## src/rtl/sat_counter.sv

```systemverilog
// Saturating up-counter with synchronous clear; clear has priority over counting.
module sat_counter #(
    parameter int unsigned CW = 32
) (
    input  logic          i_clk,
    input  logic          i_rst,
    input  logic          i_clr,
    input  logic          i_en,
    input  logic          i_inc,
    output logic [CW-1:0] o_cnt
);

    logic [CW-1:0] r_cnt;

    always_ff @(posedge i_clk) begin
        if (i_rst) begin
            r_cnt <= '0;
        end else if (i_clr) begin
            r_cnt <= '0;
        end else if (i_en && i_inc && (r_cnt != '1)) begin
            r_cnt <= r_cnt + CW'(1);
        end
    end

    assign o_cnt = r_cnt;

endmodule

```

## config.mk

```make
export PLATFORM = sky130hd
export DESIGN_NAME = sat_counter
export DESIGN_NICKNAME = d
export VERILOG_FILES = /design/src/rtl/sat_counter.sv
export SDC_FILE = /design/constraint.sdc
export NUM_CORES = 1
export LEC_CHECK = 0
export CORE_UTILIZATION = 52
export DETAILED_ROUTE_END_ITERATION = 10
export PLACE_DENSITY_LB_ADDON = 0.2
export REMOVE_ABC_BUFFERS = 1
export SYNTH_ARGS = -nofsm -noshare
export SYNTH_HDL_FRONTEND = slang
export SYNTH_SLANG_ARGS = --single-unit
export TNS_END_PERCENT = 20
```

## constraint.sdc

```tcl
create_clock -name i_clk -period 3.3 [get_ports i_clk]
set_clock_uncertainty 0.05 [all_clocks]
set_input_delay 0.66 -clock i_clk [delete_from_list [all_inputs] [get_ports i_clk]]
set_output_delay 0.66 -clock i_clk [all_outputs]
set_load 0.005 [all_outputs]
```

==> results.py <==
metrics = {
    "die": {
        "die_w_um": 60.99,
        "rows": 21,
        "dieArea_um2": 3719,
        "start_util_pct": 54.22,
        "io_pins": 37,
        "die_h_um": 60.99,
        "coreArea_um2": 3337,
    },
    "timing": {
        "fin_crit_sh_pct": 75.52,
        "min_period_ns": 2.492,
        "setup_violations": 0,
        "finalHoldWorstSlack_ns": 0.4608,
        "maxSlewViolCount": 0,
        "final_hold_viol_count": 0,
        "tns_ns": 0,
        "rsz0062_at_grt": "no",
        "fmax_mhz": 401.3,
        "timing.final.ws_setup_ns": 0.8080,
        "worst_pin_slew_ns": 0.7807,
        "max_slew_margin_pct": 47.57,
    },
    "global_routing": {
        "grt_pass1_vias": 1449,
        "grt_usage_pct": 24.52,
        "grt_first_pass_wirelength_um": 6720,
        "grt_max_degree": 21,
        "grt_overflow": 0,
        "antenna_found_initial": 0,
    },
    "placed_design": {
        "dpl.cell_count": 286,
        "place_area_um2": 2188,
        "post-place-ws_ns": 0.5868,
        "numPortBuffers": 36,
        "place_hpwl_um": 2910,
        "place.gp.congestion": 0.8204,
    },
    "yosys": {
        "synth_area_per_cell_um2": 8.657,
        "synth.cell_area_um2": 1809,
        "synthArstFlopShare_pct": 0,
        "synth.distinct_cells": 40,
        "synth_edf_count": 0,
        "synth_seq_cells": 32,
        "ys.flop_type": "dfxtp_1",
        "yosys_warnings": 0,
        "seq_area_frac_synth_pct": 35.41,
        "syn_inst": 209,
    },
    "routing": {
        "firstDrtPassIters": 4,
        "wire_per_inst_um": 13.73,
        "drt_iter0_drc": 121,
        "drc": 0,
        "met1_length_um": 1931,
        "num_vias": 1744,
        "dr.max_layer_used": "met4",
        "dr_wl_met2_um": 1914,
        "wl_um": 4038,
        "dr_wl_met3_um": 137,
        "ant_nets": 0,
        "vias_per_cell": 5.932,
    },
    "final_layout": {
        "largest_reg_flops": 32,
        "most-common-layout-cells": "36 x clkdlybuf4s50_1, 32 x dfxtp_1, 20 x nand2_1, 17 x nand3_1, 17 x a21oi_1",
        "syn_to_final_growth_pct": 24.34,
        "post_layout_nonfiller_instances": 294,
        "final_nets": 253,
        "drive_gt1_share_pct": 10.48,
        "layout_commonest_cell": "clkdlybuf4s50_1",
        "design_area_um2": 2250,
        "diodes": 0,
    },
    "critical_path": {
        "reg2reg_from": "o_cnt[15]",
        "path_cells": "nand4_2 -> or3_4 -> nor4_4 -> buf_4 -> nor4_1 -> o21a_1",
        "path_class": "reg -> reg",
        "r2r_cells": 6,
        "crit_end": "o_cnt[3]",
        "startpoint": "o_cnt[15]",
        "crit_path_end_kind": "register",
        "cp_slowest_cell": "nor4_4",
        "cp.required_ns": 3.49,
        "r2r_end": "o_cnt[3]",
        "critPathArrivalTime_ns": 2.68,
        "rrSetupSlack_ns": 0.81,
        "crit_fanout": 17,
        "slowest_delay_ns": 0.71,
        "critPathLaunchType": "register",
    },
    "cts": {
        "clk_pin_slew_worst_paths_ns": 0.11,
        "cts_buffers": 5,
        "cts_setup_buffers": 0,
        "ctsHoldBuffers": 0,
        "clk_path_buf_depth": 2,
        "htreeDepth": 2,
        "cts-resized-gates": 0,
        "root_buffer": "clkbuf_4",
        "cts_sinks": 32,
        "clk_latency_ns": 0.34,
        "cts_tree": "built",
    },
    "outcome": {
        "outcome": "completed",
    },
    "job": {
        "maxCapViolCount": 0,
    },
    "power_and_ir_drop": {
        "power_leakage_nw": 0.6925,
        "peakVddDrop_uv": 171.5,
        "powerDensity_nw_per_um2": 291.6,
    },
    "worst_hold_path": {
        "min_path_cells": 2,
        "min-delay-path-class": "reg -> reg",
    },
}
==> logic make-up (layout without fill, tap and decap cells) <==
kind of cell             after synthesis  in the layout  synth area share, %
buffers and inverters                 12             51                4.633
multiplexers                           3              3                1.660
XOR/XNOR                               3              3                1.453
AO/OA/AOI/OAI                         52             52                20.26
flip-flops                            32             32                35.41
AND/OR/NAND/NOR                      106            106                35.89
adder cells (fa/ha/maj)                1              1               0.6915
==> layer usage <==
layer	vias to the layer above	global-route usage, %
met3	7	5.330
met1	814	31.16
li1	894	-
met2	29	40.97
met5	-	0
met4	0	8.766
==> how the worst min path moves through the flow <==
stage | start | end | slack, ns
finish | o_cnt[27] | o_cnt[27] | 0.46
global route | o_cnt[23] | o_cnt[23] | 0.49
CTS | o_cnt[27] | o_cnt[27] | 0.46
detailed placement | o_cnt[27] | o_cnt[27] | 0.45
global placement | o_cnt[23] | o_cnt[23] | 0.44
floorplan | o_cnt[23] | o_cnt[23] | 0.44
==> Yosys cell counts, drive strengths merged, types with 2 or more instances <==
master   number  area share (%)
clkbuf        6             1.2
o21a          4             1.7
or4           8             3.3
o211ai        4             1.7
or2           2            0.69
or3          13             4.8
nor4          9             4.3
buf           4             3.0
nor2          7             1.5
xnor2         3             1.5
o31ai         6             2.5
a21oi        17             4.7
and3          3             1.0
o31a          4             1.9
or4b          2             1.1
o41ai         2            0.97
dfxtp        32              35
nand3        17             4.7
nor3          3             1.1
mux2i         3             1.7
and4          7             3.4
nand2        20             4.1
o21ai         9             2.5
inv           2            0.42
a2111oi       2             2.0
nand4        12             4.8
and2          3             1.0
==> through the flow <==
stage / util, % / power (mW)
floorplan: - / 0.4073
global placement: 65.58 / 0.4216
detailed placement: 65.58 / 0.4215
CTS: 67.42 / 0.6633
global route: 67.42 / 0.6798
finish: 67.42 / 0.6560
==> cell type report <==
class / instances / area (um^2)
clock buffers: 6 / 51.30
inverters: 2 / 7.507
fillers: 310 / 1087
clock inverters: 2 / 10.01
multi-input cells: 165 / 1085
flip-flops and latches: 32 / 640.6
repair buffers: 41 / 397.9
well taps: 46 / 57.56
==> power by group <==
group | switching (mW) | internal [mW] | total [mW]
combinational | 0.0150 | 0.0104 | 0.0254
sequential | 0.000761 | 0.386 | 0.387
clock | 0.142 | 0.101 | 0.243
==> critical path, delay by kind of cell, from the launching register on <==
kind	cells	cell delay (ns)
AO/OA/AOI/OAI	1	0.17
buffers and inverters	1	0.32
flip-flops	1	0.47
AND/OR/NAND/NOR	4	1.37
Power figures use the tool's default switching activity.
